File: src/rtl/act_vec_feeder_pkg.sv
`default_nettype none
// ============================================================================
//  Module      : act_pkg
//  Description : Shared types and elaboration-time helpers for the activation
//                vector feeder: FSM state encoding, beat count and beat-counter
//                width derivation, and lane bit-slice positioning.
//  Revision    : 1.0 - initial release
// ============================================================================
package act_pkg;

    // Feeder states: collecting beats, or sitting on a complete vector
    // waiting for the vector engine to allow issue.
    typedef enum logic [0:0] {
        FILL = 1'b0,
        HOLD = 1'b1
    } state_t;

    // Number of input beats that make up one full vector.
    function automatic int calc_beats(input int bus_num, input int in_lanes);
        return bus_num / in_lanes;
    endfunction

    // Beat counter width; a single-beat vector still needs a 1-bit counter.
    function automatic int calc_beat_cnt_w(input int beats);
        return (beats > 1) ? $clog2(beats) : 1;
    endfunction

    // Least-significant bit position of a lane inside a packed lane vector.
    function automatic int lane_lsb(input int lane, input int width);
        return lane * width;
    endfunction

endpackage
`default_nettype wire

File: src/rtl/act_vec_feeder_if.sv
`default_nettype none
// ============================================================================
//  Module      : act_vec_feeder_if
//  Description : Bundle between the SRAM/accumulator read path, the vector
//                engine controller and the activation feeder.
//                master : beat source / controller side
//                slave  : feeder side
//  Signals     : in_data, in_valid, in_last, in_ready   beat handshake
//                act_en                                 issue permission
//                out_fixed_data, out_fixed_data_vld     issued vector + mask
//                vec_cnt, busy                          status
//  Revision    : 1.0 - initial release
// ============================================================================
interface act_vec_feeder_if #(
    parameter int BUS_NUM          = 16,
    parameter int IN_LANES         = 4,
    parameter int FIXED_DATA_WIDTH = 8,
    parameter int CNT_WIDTH        = 16
);
    logic [IN_LANES*FIXED_DATA_WIDTH-1:0] in_data;
    logic                                 in_valid;
    logic                                 in_last;
    logic                                 in_ready;
    logic                                 act_en;
    logic [BUS_NUM*FIXED_DATA_WIDTH-1:0]  out_fixed_data;
    logic [BUS_NUM-1:0]                   out_fixed_data_vld;
    logic [CNT_WIDTH-1:0]                 vec_cnt;
    logic                                 busy;

    modport master (
        output in_data, in_valid, in_last, act_en,
        input  in_ready, out_fixed_data, out_fixed_data_vld, vec_cnt, busy
    );

    modport slave (
        input  in_data, in_valid, in_last, act_en,
        output in_ready, out_fixed_data, out_fixed_data_vld, vec_cnt, busy
    );

endinterface
`default_nettype wire

File: src/rtl/act_vec_feeder_beat_mask.sv
`default_nettype none
// ============================================================================
//  Module      : act_beat_mask
//  Description : Converts the current beat index into the BUS_NUM-bit lane
//                mask slice that the beat occupies, and produces the
//                cumulative lane mask after the beat (if accepted). The
//                cumulative mask decides which lanes carry data and which
//                are zero-filled on issue.
//  Ports       : beat_cnt   in   beat index within the vector
//                accept     in   beat is being accepted this cycle
//                cur_mask   in   lanes already collected
//                set_mask   out  lanes owned by beat_cnt (ungated)
//                next_mask  out  cur_mask plus this beat when accepted
//  Revision    : 1.0 - initial release
// ============================================================================
module act_beat_mask #(
    parameter int BUS_NUM  = 16,
    parameter int IN_LANES = 4,
    parameter int BCW      = 2
) (
    input  wire logic [BCW-1:0]     beat_cnt,
    input  wire logic               accept,
    input  wire logic [BUS_NUM-1:0] cur_mask,
    output logic      [BUS_NUM-1:0] set_mask,
    output logic      [BUS_NUM-1:0] next_mask
);

    localparam int BEATS = BUS_NUM / IN_LANES;

    for (genvar b = 0; b < BEATS; b++) begin : g_beat_slice
        assign set_mask[b*IN_LANES +: IN_LANES] =
            (beat_cnt == BCW'(b)) ? {IN_LANES{1'b1}} : {IN_LANES{1'b0}};
    end

    assign next_mask = accept ? (cur_mask | set_mask) : cur_mask;

endmodule
`default_nettype wire

File: src/rtl/act_vec_feeder.sv
`default_nettype none
// ============================================================================
//  Module      : act_vec_feeder
//  Description : Transmit side of the vector-engine activation interface.
//                Collects IN_LANES-wide signed beats into a BUS_NUM-lane
//                vector and issues it as a one-cycle pulse with a per-lane
//                valid mask. Short vectors end early on in_last; a completed
//                vector is held while act_en is low.
//  Ports       : clk, rst                 clock, synchronous active-high reset
//                bus (slave modport)      beat handshake, act_en, issued
//                                         vector, mask, vec_cnt, busy
//  Revision    : 1.0 - initial release
// ============================================================================
module act_vec_feeder
    import act_pkg::*;
#(
    parameter int BUS_NUM          = 16,
    parameter int IN_LANES         = 4,
    parameter int FIXED_DATA_WIDTH = 8,
    parameter int CNT_WIDTH        = 16
) (
    input  wire logic        clk,
    input  wire logic        rst,
    act_vec_feeder_if.slave  bus
);

    localparam int             BEATS     = calc_beats(BUS_NUM, IN_LANES);
    localparam int             BCW       = calc_beat_cnt_w(BEATS);
    localparam int             W         = FIXED_DATA_WIDTH;
    localparam int             BEAT_W    = IN_LANES * W;
    localparam int             VEC_W     = BUS_NUM * W;
    localparam logic [BCW-1:0] LAST_BEAT = BCW'(BEATS - 1);

    state_t               r_state;
    state_t               w_state_next;
    logic [BCW-1:0]       r_beat_cnt;
    logic [BUS_NUM-1:0]   r_mask;
    logic [VEC_W-1:0]     r_buf;
    logic [VEC_W-1:0]     r_out_data;
    logic [BUS_NUM-1:0]   r_out_vld;
    logic [CNT_WIDTH-1:0] r_vec_cnt;

    logic                 w_in_ready;
    logic                 w_accept;
    logic                 w_complete;
    logic                 w_issue;
    logic [BUS_NUM-1:0]   w_set_mask;
    logic [BUS_NUM-1:0]   w_mask_next;
    logic [VEC_W-1:0]     w_buf_next;
    logic [VEC_W-1:0]     w_issue_data;

    // ------------------------------------------------------------------
    // FSM: state register
    // ------------------------------------------------------------------
    always_ff @(posedge clk) begin
        if (rst) begin
            r_state <= FILL;
        end else begin
            r_state <= w_state_next;
        end
    end

    // ------------------------------------------------------------------
    // FSM: next-state logic
    // ------------------------------------------------------------------
    always_comb begin
        w_state_next = r_state;
        case (r_state)
            FILL:    if (w_complete && !bus.act_en) w_state_next = HOLD;
            HOLD:    if (bus.act_en)                w_state_next = FILL;
            default: w_state_next = FILL;
        endcase
    end

    // ------------------------------------------------------------------
    // FSM: output decode
    // ------------------------------------------------------------------
    always_comb begin
        w_in_ready = !rst && (r_state == FILL);
        w_accept   = bus.in_valid && w_in_ready;
        // in_last only matters on an accepted beat, so a stray in_last with
        // in_valid low cannot close a vector.
        w_complete = w_accept && ((r_beat_cnt == LAST_BEAT) || bus.in_last);
        w_issue    = 1'b0;
        case (r_state)
            FILL:    w_issue = w_complete && bus.act_en;
            HOLD:    w_issue = bus.act_en;
            default: w_issue = 1'b0;
        endcase
    end

    // ------------------------------------------------------------------
    // Lane mask bookkeeping
    // ------------------------------------------------------------------
    act_beat_mask #(
        .BUS_NUM  (BUS_NUM),
        .IN_LANES (IN_LANES),
        .BCW      (BCW)
    ) u_beat_mask (
        .beat_cnt  (r_beat_cnt),
        .accept    (w_accept),
        .cur_mask  (r_mask),
        .set_mask  (w_set_mask),
        .next_mask (w_mask_next)
    );

    // Buffer view including the beat accepted this cycle, so a completing
    // beat can be issued at the same edge it is accepted.
    for (genvar b = 0; b < BEATS; b++) begin : g_buf_slot
        assign w_buf_next[b*BEAT_W +: BEAT_W] =
            (w_accept && w_set_mask[b*IN_LANES]) ? bus.in_data
                                                 : r_buf[b*BEAT_W +: BEAT_W];
    end

    // Lanes never written for this vector may hold stale data from an
    // earlier one; they are forced to zero on issue.
    for (genvar k = 0; k < BUS_NUM; k++) begin : g_lane_fill
        assign w_issue_data[lane_lsb(k, W) +: W] =
            w_mask_next[k] ? w_buf_next[lane_lsb(k, W) +: W] : {W{1'b0}};
    end

    // ------------------------------------------------------------------
    // Assembly buffer, output registers and vector counter
    // ------------------------------------------------------------------
    always_ff @(posedge clk) begin
        if (rst) begin
            r_beat_cnt <= '0;
            r_mask     <= '0;
            r_buf      <= '0;
            r_out_data <= '0;
            r_out_vld  <= '0;
            r_vec_cnt  <= '0;
        end else begin
            r_out_data <= '0;
            r_out_vld  <= '0;
            if (w_issue) begin
                r_out_data <= w_issue_data;
                r_out_vld  <= w_mask_next;
                r_vec_cnt  <= r_vec_cnt + 1'b1;
                r_beat_cnt <= '0;
                r_mask     <= '0;
                r_buf      <= w_buf_next;
            end else if (w_accept) begin
                r_buf      <= w_buf_next;
                r_mask     <= w_mask_next;
                r_beat_cnt <= r_beat_cnt + 1'b1;
            end
        end
    end

    assign bus.in_ready           = w_in_ready;
    assign bus.out_fixed_data     = r_out_data;
    assign bus.out_fixed_data_vld = r_out_vld;
    assign bus.vec_cnt            = r_vec_cnt;
    assign bus.busy               = (r_mask != '0) || (r_state == HOLD);

endmodule
`default_nettype wire

File: src/flat_wrapper.sv
// flat-port wrapper written by rule: the top's interface ports become plain ports
module act_vec_feeder_flat import act_pkg::*;
#(
    parameter int BUS_NUM          = 16,
    parameter int IN_LANES         = 4,
    parameter int FIXED_DATA_WIDTH = 8,
    parameter int CNT_WIDTH        = 16
)
  (clk, rst, bus_in_data, bus_in_valid, bus_in_last, bus_act_en, bus_in_ready, bus_out_fixed_data, bus_out_fixed_data_vld, bus_vec_cnt, bus_busy);
  act_vec_feeder_if #(.BUS_NUM(BUS_NUM), .IN_LANES(IN_LANES), .FIXED_DATA_WIDTH(FIXED_DATA_WIDTH), .CNT_WIDTH(CNT_WIDTH)) bus_i ();
  input  wire logic clk;
  input  wire logic rst;
  input wire logic [$bits(bus_i.in_data)-1:0] bus_in_data;
  input wire logic [$bits(bus_i.in_valid)-1:0] bus_in_valid;
  input wire logic [$bits(bus_i.in_last)-1:0] bus_in_last;
  input wire logic [$bits(bus_i.act_en)-1:0] bus_act_en;
  output wire logic [$bits(bus_i.in_ready)-1:0] bus_in_ready;
  output wire logic [$bits(bus_i.out_fixed_data)-1:0] bus_out_fixed_data;
  output wire logic [$bits(bus_i.out_fixed_data_vld)-1:0] bus_out_fixed_data_vld;
  output wire logic [$bits(bus_i.vec_cnt)-1:0] bus_vec_cnt;
  output wire logic [$bits(bus_i.busy)-1:0] bus_busy;
  assign bus_i.in_data = bus_in_data;
  assign bus_i.in_valid = bus_in_valid;
  assign bus_i.in_last = bus_in_last;
  assign bus_i.act_en = bus_act_en;
  assign bus_in_ready = bus_i.in_ready;
  assign bus_out_fixed_data = bus_i.out_fixed_data;
  assign bus_out_fixed_data_vld = bus_i.out_fixed_data_vld;
  assign bus_vec_cnt = bus_i.vec_cnt;
  assign bus_busy = bus_i.busy;
  act_vec_feeder #(.BUS_NUM(BUS_NUM), .IN_LANES(IN_LANES), .FIXED_DATA_WIDTH(FIXED_DATA_WIDTH), .CNT_WIDTH(CNT_WIDTH)) u_core (.clk(clk), .rst(rst), .bus(bus_i));
endmodule
File: config.mk
export PLATFORM = sky130hd
export DESIGN_NAME = act_vec_feeder_flat
export DESIGN_NICKNAME = d
export VERILOG_FILES = /design/src/rtl/act_vec_feeder_pkg.sv /design/src/rtl/act_vec_feeder_if.sv /design/src/rtl/act_vec_feeder_beat_mask.sv /design/src/rtl/act_vec_feeder.sv /design/src/flat_wrapper.sv
export SDC_FILE = /design/constraint.sdc
export NUM_CORES = 1
export LEC_CHECK = 0
export BUFFER_PORTS_ARGS = -buffer_cell sky130_fd_sc_hd__buf_2
export CORE_ASPECT_RATIO = 1.1
export CORE_MARGIN = 2
export CORE_UTILIZATION = 49
export DETAILED_ROUTE_END_ITERATION = 12
export GPL_ROUTABILITY_DRIVEN = 1
export PLACE_DENSITY_LB_ADDON = 0.2
export RECOVER_POWER = 50
export REMOVE_ABC_BUFFERS = 1
export SLEW_MARGIN = 30
export SYNTH_ARGS = -nofsm -noshare
export SYNTH_HDL_FRONTEND = slang
export SYNTH_HIERARCHICAL = 1
export SYNTH_SLANG_ARGS = --single-unit
File: constraint.sdc
create_clock -name clk -period 1.95 [get_ports clk]
set_input_delay 0.39 -clock clk [delete_from_list [all_inputs] [get_ports clk]]
set_output_delay 0.39 -clock clk [all_outputs]
set_load 0.005 [all_outputs]
==> results.json, run 1 <==
{
  "grt_pass1_vias": 6577,
  "post-place-ws_ns": 0.0406,
  "startpoint_type": "flip-flop",
  "io_buffers": 198,
  "layout.nets": 1181,
  "ys_warn_count": 6,
  "drc": 0,
  "cpMaxStageDelayCell": "or4_1",
  "clk_latency_ns": 0.53,
  "ir_drop_v": 0.000822,
  "grt_max_degree": 147,
  "syn_avg_cell_area_um2": 10.5,
  "clock_sinks": 307,
  "coreArea_mm2": 0.0197,
  "cp.required_ns": 1.56,
  "timing.final.crit_share_pct": 112,
  "drtIter0Drc": 280,
  "io_pins": 199,
  "die_x_um": 139,
  "start_util_pct": 49.6,
  "grt_pass1_wl_um": 34100,
  "grt.total_usage_pct": 19.7,
  "wl_um": 21200,
  "endpoint_kind": "output pin",
  "max_slew_margin_pct": 53.7,
  "nFillCells": 1700,
  "slowest_delay_ns": 0.40,
  "cp_top_family": "simple AND/OR/NAND/NOR gates",
  "n_antenna_cell": 0,
  "power.density_mw_per_mm2": 1070,
  "antenna_found_initial": 0,
  "firstDrtPassIters": 4,
  "hold_viol": 0,
  "outcome": "finished with violations",
  "place_hpwl_um": 13700,
  "setup_ws_ns": -0.242,
  "path_cells": "nor4_1, nand4_1, or4_1, buf_2",
  "finalCriticalPeriod_ns": 2.19,
  "htree_levels": 1,
  "root_buffer": "clkbuf_16",
  "ant_nets": 0,
  "syn_area_mm2": 0.00976,
  "setup_viol": 1,
  "via_count": 6902,
  "fmax_mhz": 456,
  "fp.dieH_um": 152,
  "wl_per_cell_um": 15.0,
  "gp_congestion": 0.777,
  "violations": "negative setup slack",
  "grt_overflow": 0,
  "die-area_mm2": 0.0211,
  "rsz0062_at_grt": "true",
  "final_layout_size_suffix_gt1_share_pct": 21.0,
  "vias_per_cell": 4.88,
  "placementRows": 54,
  "cts_tree": "built",
  "synthToLayoutAreaGrowth_pct": 24.0,
  "ctsHoldBuffers": 0,
  "critPathArrivalTime_ns": 1.80,
  "cp_max_fo": 3,
  "hp-class": "in -> reg",
  "syn_inst": 931,
  "drv_slew": 0,
  "worst_pin_slew_ns": 0.694,
  "finalPower_mw": 12.9,
  "path_class": "reg -> out",
  "cap_viol_max_count": 0,
  "clock_path_buffers": 3,
  "power.leakage_nw": 4.94,
  "cts_buffers": 29,
  "critical_path_buf_inv_count": 1,
  "finClkSkew_ns": 0.00767,
  "path_clk_slew_ns": 0.06
}
per-stage QoR:
stage / instance area (um2) / setup TNS [ns] / utilization, % / cells / hold WS [ns]
6_report: 12100 / -0.242 / 61.5 / 1413 / 0.104
5_1_grt: 12100 / -7.80 / 61.5 / 1413 / 0.109
4_1_cts: 12200 / -0.282 / 61.9 / 1412 / 0.0821
2_1_floorplan: 9470 / -171.13 / - / 889 / 0.439
3_5_place_dp: 11100 / 0 / 56.4 / 1361 / 0.459
3_3_place_gp: 11100 / 0 / 56.4 / 1361 / 0.450
cells in the final DEF, fill, tap and decap left out, types with 12 or more instances in the layout:
| cell | n |
|---|---|
| clkbuf_16 | 29 |
| nand2_1 | 40 |
| nor2_1 | 264 |
| inv_1 | 20 |
| nand2b_1 | 12 |
| buf_4 | 13 |
| mux2i_1 | 128 |
| dfxtp_1 | 303 |
| clkbuf_1 | 61 |
| nand2_2 | 15 |
| buf_2 | 140 |
| a21oi_1 | 27 |
what timing repair did:
| item | in CTS | in global routing |
|---|---|---|
| cloned | 0 | 0 |
| resized for setup | 4 | 20 |
| setup buffers | 1 | 1 |
| pin swaps | 2 | 2 |
| setup endpoints to repair | 1 | 97 |
per-layer routing:
metal  vias to the layer above  routed length (um)  global-route usage (%)
li1                       3459                   -                       -
met1                      3240                9350                    25.8
met2                       174               10400                    33.9
met3                        29                1140                    3.53
met4                         0                 346                    4.81
met5                         -                   0                       0
final timing paths:
check	end	cells past startpoint	startpoint	slack, ns
hold reg to reg	u_core/r_mask[13]	2	u_core/r_mask[13]	0.46
hold / removal	u_core/r_state	2	rst	0.10
setup / recovery	bus_busy	4	u_core/r_mask[15]	-0.24
setup reg to reg	u_core/r_buf[90]	8	u_core/r_state	0.02
registers in the layout, indices dropped and copies added (netlist names):
register	cells
u_core/bus.out_fixed_data	128
u_core/bus.out_fixed_data_vld	16
u_core/r_mask	16
u_core/r_buf	128
u_core/r_state	1
u_core/r_beat_cnt	2
u_core/bus.vec_cnt	16
area by class of cell:
cell class	count	area [um2]	share of cell area (%)
multi-input combinational	561	3320	27.4
tap	252	315	2.61
clock inverter	14	283	2.34
sequential	307	6150	50.9
clock buffer	36	772	6.38
timing repair buffer	222	1180	9.74
inverter	21	78.8	0.652
power breakdown:
part | total [mW] | internal [mW] | switching [mW] | leakage (nW)
Clock | 6.14 | 3.86 | 2.28 | 0.507
Combinational | 0.436 | 0.159 | 0.277 | 1.96
Sequential | 6.35 | 6.33 | 0.0207 | 2.48
Power figures use the tool's default switching activity.
==> run 2: changes to the inputs <==
--- a/config.mk
+++ b/config.mk
@@ -5,6 +5,8 @@
 export SDC_FILE = /design/constraint.sdc
 export NUM_CORES = 1
 export LEC_CHECK = 0
+export ABC_AREA = 1
+export ABC_CLOCK_PERIOD_IN_PS = 1950
 export BUFFER_PORTS_ARGS = -buffer_cell sky130_fd_sc_hd__buf_2
 export CORE_ASPECT_RATIO = 1.1
 export CORE_MARGIN = 2
==> run 2 against run 1 <==
The run now ends clean. Setup slack gained 0.26 ns. Synthesized area increased by 3.9%. Clock-buffer cell count grew 6. Clock skew about the same. Register-to-register slack better by 0.16 ns. Cell area grew 2.0%. Critical endpoint unchanged. Largest cell class unchanged. Highest routed layer unchanged.
==> results.json, run 2 <==
{
  "cp_max_fo": 3,
  "finish.utilization_pct": 60.4,
  "clk_latency_ns": 0.54,
  "start_util_pct": 49.6,
  "power.density_mw_per_mm2": 1030,
  "slowest_delay_ns": 0.34,
  "endpoint": "bus_busy",
  "fmax_mhz": 518,
  "coreArea_mm2": 0.0204,
  "drtIter0Drc": 496,
  "path_class": "reg -> out",
  "ff2ff_path_depth": 9,
  "finalCriticalPeriod_ns": 1.93,
  "ir_drop_v": 0.000748,
  "ys_warn_count": 6,
  "place_hpwl_um": 15100,
  "via_count": 8273,
  "synthToLayoutAreaGrowth_pct": 21.7,
  "firstDrtPassIters": 5,
  "timing.final.crit_share_pct": 99.0,
  "grt_pass1_vias": 7477,
  "cap_viol_max_count": 0,
  "layout_common_cells": "305 x dfxtp_1, 285 x nor2_1, 246 x nand2_1",
  "finClkSkew_ns": 0.00774,
  "die_x_um": 141,
  "hold_viol": 0,
  "syn_area_mm2": 0.0101,
  "gp_congestion": 0.822,
  "critPathArrivalTime_ns": 1.54,
  "cp.required_ns": 1.56,
  "endpoint_kind": "output pin",
  "vias_per_cell": 4.72,
  "wl_per_cell_um": 13.1,
  "setup_ws_ns": 0.0197,
  "fp.dieH_um": 155,
  "max_slew_margin_pct": 54.1,
  "final_layout_size_suffix_gt1_share_pct": 14.6,
  "wl_um": 22900,
  "worst_pin_slew_ns": 0.688,
  "die-area_mm2": 0.0219,
  "grt_max_degree": 62,
  "clock_sinks": 307,
  "grt.total_usage_pct": 20.6,
  "outcome": "completed",
  "syn_avg_cell_area_um2": 7.99,
  "grt_overflow": 0,
  "rsz0062_at_grt": "true",
  "layout.nets": 1515,
  "grt_pass1_wl_um": 37100,
  "root_buffer": "clkbuf_16",
  "cpMaxStageDelayCell": "dfxtp_2",
  "n_antenna_cell": 0,
  "r2r-end": "u_core/bus.out_fixed_data[108]",
  "power.leakage_nw": 5.93,
  "post-place-ws_ns": 0.111,
  "final_common_cell": "dfxtp_1",
  "setup_viol": 0,
  "clock_path_buffers": 3,
  "reg2reg_from": "u_core/r_beat_cnt[0]",
  "placementRows": 55,
  "drc": 0,
  "timing.critical_path.from": "u_core/r_mask[9]",
  "io_pins": 199,
  "reg2reg_setup_slack_ns": 0.18,
  "antenna_found_initial": 1,
  "cts_tree": "built",
  "io_buffers": 198,
  "ant_nets": 0,
  "syn_inst": 1269,
  "drv_slew": 0,
  "path_clk_slew_ns": 0.06,
  "htree_levels": 1,
  "startpoint_type": "flip-flop",
  "path_cells": "nor4_4, and2_1, nand4_1, buf_2",
  "hp-class": "in -> reg",
  "cts_buffers": 30
}
[run 2: repair_timing]
| action | CTS | global route |
|---|---|---|
| hold endpoints to repair | 0 | 0 |
| pin swaps | 2 | 2 |
| gates resized for setup | 2 | 3 |
| hold buffers | 0 | 0 |
| setup buffers | 1 | 0 |
| endpoints found under the setup margin | 1 | 1 |
[run 2: how the worst min path moves through the flow]
stage,startpoint,endpoint,slack (ns),depth (start not counted)
global placement,u_core/r_mask[12],u_core/r_mask[12],0.46,2
finish,bus_act_en,u_core/r_state,0.08,2
global route,bus_act_en,u_core/r_state,0.07,2
floorplan,u_core/r_mask[11],u_core/r_mask[11],0.45,2
detailed placement,u_core/r_mask[3],u_core/r_mask[3],0.47,2
CTS,bus_act_en,u_core/r_state,0.10,2
[run 2: critical path, delay by kind of cell, from the launching register on]
kind / cells / cell delay (ns)
buf+inv: 1 / 0.16
flops: 1 / 0.34
simple gates: 3 / 0.50
[run 2: layout make-up]
type / count / area [um2]
Clock buffer: 42 / 897
Timing Repair Buffer: 220 / 1070
Inverter: 184 / 691
Tap cell: 256 / 320
Sequential cell: 307 / 6150
Fill cell: 1893 / 8100
Clock inverter: 10 / 109
Multi-Input combinational cell: 733 / 3110
[run 2: power by group]
part	internal [mW]	switching [mW]
Clock	3.45	2.31
Sequential	6.37	0.0272
Combinational	0.152	0.349
Total	9.97	2.69
[run 2: per-layer routing]
layer | part of all wire [%] | global-route usage [%]
met3 | 5.6 | 3.66
met4 | 2.0 | 6.57
met2 | 47 | 34.5
met1 | 45 | 27.2
met5 | 0 | 0
[run 2: stage by stage]
step / hold slack (ns) / setup TNS (ns) / cell area [um2] / total power, mW / std cells
global route: 0.0749 / -0.451 / 12300 / 13.1 / 1752
floorplan: 0.454 / -26.28 / 9940 / 6.81 / 1224
detailed placement: 0.471 / 0 / 11400 / 7.04 / 1699
CTS: 0.102 / -0.0212 / 12500 / 12.8 / 1752
global placement: 0.465 / 0 / 11400 / 7.03 / 1699
finish: 0.0810 / 0 / 12300 / 12.7 / 1752
==> run 3: changes to the inputs <==
--- a/config.mk
+++ b/config.mk
@@ -6,11 +6,11 @@
 export NUM_CORES = 1
 export LEC_CHECK = 0
 export ABC_AREA = 1
-export ABC_CLOCK_PERIOD_IN_PS = 1950
+export ABC_CLOCK_PERIOD_IN_PS = 2400
 export BUFFER_PORTS_ARGS = -buffer_cell sky130_fd_sc_hd__buf_2
 export CORE_ASPECT_RATIO = 1.1
 export CORE_MARGIN = 2
-export CORE_UTILIZATION = 49
+export CORE_UTILIZATION = 58
 export DETAILED_ROUTE_END_ITERATION = 12
 export GPL_ROUTABILITY_DRIVEN = 1
 export PLACE_DENSITY_LB_ADDON = 0.2
==> constraint.sdc (replaced) <==
create_clock -name clk -period 2.4 [get_ports clk]
set_input_delay 0.48 -clock clk [delete_from_list [all_inputs] [get_ports clk]]
set_output_delay 0.48 -clock clk [all_outputs]
set_load 0.005 [all_outputs]
==> run 3 against run 2 <==
Combinational power fell by 22%. Clock-buffer cell count fell by 1. Sequential share of layout area rose by 1.0 points. Via count rose by 0.53%. Setup slack improved by 0.27 ns. Register-to-register slack improved by 0.11 ns. Routed wire length fell by 1.8%. Largest power group unchanged. Highest routed layer unchanged.
==> results.json, run 3 (synthesized netlist as in run 2, its figures left out) <==
{
  "cts_tree": "built",
  "path_clk_slew_ns": 0.06,
  "cp_top_family": "simple AND/OR/NAND/NOR gates",
  "power.leakage_nw": 5.75,
  "placementRows": 50,
  "drtIter0Drc": 587,
  "final_layout_size_suffix_gt1_share_pct": 12.4,
  "grt.total_usage_pct": 23.7,
  "slowest_delay_ns": 0.36,
  "io_pins": 199,
  "final_common_cell": "dfxtp_1",
  "setup_viol": 0,
  "drv_slew": 0,
  "grt_overflow": 0,
  "die_x_um": 130,
  "vias_per_cell": 4.85,
  "fmax_mhz": 474,
  "cts_buffers": 28,
  "grt_max_degree": 137,
  "cpMaxStageDelayCell": "o21ai_0",
  "layout_common_cells": "307 x dfxtp_1, 286 x nor2_1, 244 x nand2_1",
  "n_antenna_cell": 0,
  "endpoint_kind": "flip-flop",
  "setup_ws_ns": 0.289,
  "ir_drop_v": 0.000570,
  "finClkSkew_ns": 0.00434,
  "gp_congestion": 0.837,
  "max_slew_margin_pct": 26.5,
  "antenna_found_initial": 0,
  "start_util_pct": 59.4,
  "htree_levels": 1,
  "drc": 0,
  "ctsHoldBuffers": 0,
  "finalPower_mw": 9.90,
  "instances_no_fill": 1715,
  "die-area_mm2": 0.0186,
  "grt_pass1_vias": 7545,
  "path_cells": "nor2_1, nand2_4, inv_2, nand2_2, buf_2, o21ai_0, nor2_1",
  "synthToLayoutAreaGrowth_pct": 19.2,
  "rsz0062_at_grt": "false",
  "critical_path_buf_inv_count": 2,
  "finalCriticalPeriod_ns": 2.11,
  "hold_viol": 0,
  "fp.dieH_um": 143,
  "clock_sinks": 307,
  "via_count": 8317,
  "startpoint_type": "flip-flop",
  "nFillCells": 1408,
  "outcome": "completed",
  "place_hpwl_um": 14300,
  "wl_per_cell_um": 13.1,
  "worst_pin_slew_ns": 1.10,
  "critPathArrivalTime_ns": 2.48,
  "wl_um": 22500,
  "post-place-ws_ns": 0.297,
  "path_class": "reg -> reg",
  "hp-class": "in -> reg",
  "root_buffer": "clkbuf_16",
  "clock_path_buffers": 3,
  "grt_pass1_wl_um": 35800,
  "timing.final.crit_share_pct": 87.9,
  "coreArea_mm2": 0.0171,
  "power.density_mw_per_mm2": 819,
  "placed_cells": 1667,
  "clk_latency_ns": 0.53,
  "cts_resized": 0,
  "cap_viol_max_count": 0,
  "io_buffers": 198,
  "ant_nets": 0,
  "cp.required_ns": 2.77,
  "layout.nets": 1502,
  "firstDrtPassIters": 7,
  "post_cts_buffers": 0,
  "crit_top_cell": "nor2_1",
  "cp_max_fo": 32
}
[run 3: changes by cell type in the layout (fill, tap and decap cells not counted), sizes merged]
cell / delta
clkbuf: +11
clkinvlp: -1
clkinv: -1
buf: -23
bufinv: -1
[run 3: area by class of cell]
cell class	count	area [um2]	area share [%]
timing repair buffer	209	960	7.94
multi-input combinational	733	3090	25.6
sequential	307	6150	50.9
inverter	184	691	5.72
clock buffer	41	841	6.96
tap	234	293	2.42
clock inverter	7	62.6	0.518
[run 3: stage by stage]
step	instance area, um2	hold WS (ns)	setup TNS (ns)	utilization, %
after floorplan	9940	0.454	-2.49	-
final	12100	0.191	0	70.8
after global routing	12100	0.203	0	70.8
after detailed placement	11300	0.469	0	66.3
after global placement	11300	0.464	0	66.3
after CTS	12200	0.179	0	71.6
[run 3: path summary, 6_finish.rpt]
| path | cells after the start | slack (ns) | from | endpoint |
|---|---|---|---|---|
| max | 7 | 0.29 | u_core/r_state | u_core/r_buf[25] |
| min | 2 | 0.19 | bus_act_en | u_core/r_state |
| max reg2reg | 7 | 0.29 | u_core/r_state | u_core/r_buf[25] |
| min reg2reg | 2 | 0.48 | u_core/r_mask[12] | u_core/r_mask[12] |
[run 3: power by group]
group          leakage (nW)  switching, mW  internal, mW  total (mW)
combinational          2.82          0.278         0.114       0.392
clock                 0.447           1.79          2.52        4.30
sequential             2.48         0.0276          5.17        5.20
total                  5.75           2.09          7.80        9.90
[run 3: worst reg2reg max path, stage by stage, from the launching register on]
cell	delay (ns)
dfxtp_1	0.32
nor2_1	0.28
nand2_4	0.22
inv_2	0.29
nand2_2	0.08
buf_2	0.32
o21ai_0	0.37
nor2_1	0.08
[run 3: per-layer routing]
layer / up-vias / wire length (um) / global-route usage (%)
met3: 34 / 1440 / 3.78
li1: 4209 / - / -
met2: 272 / 11100 / 41.4
met5: - / 0 / 0
met4: 0 / 391 / 6.62
met1: 3802 / 9600 / 30.3
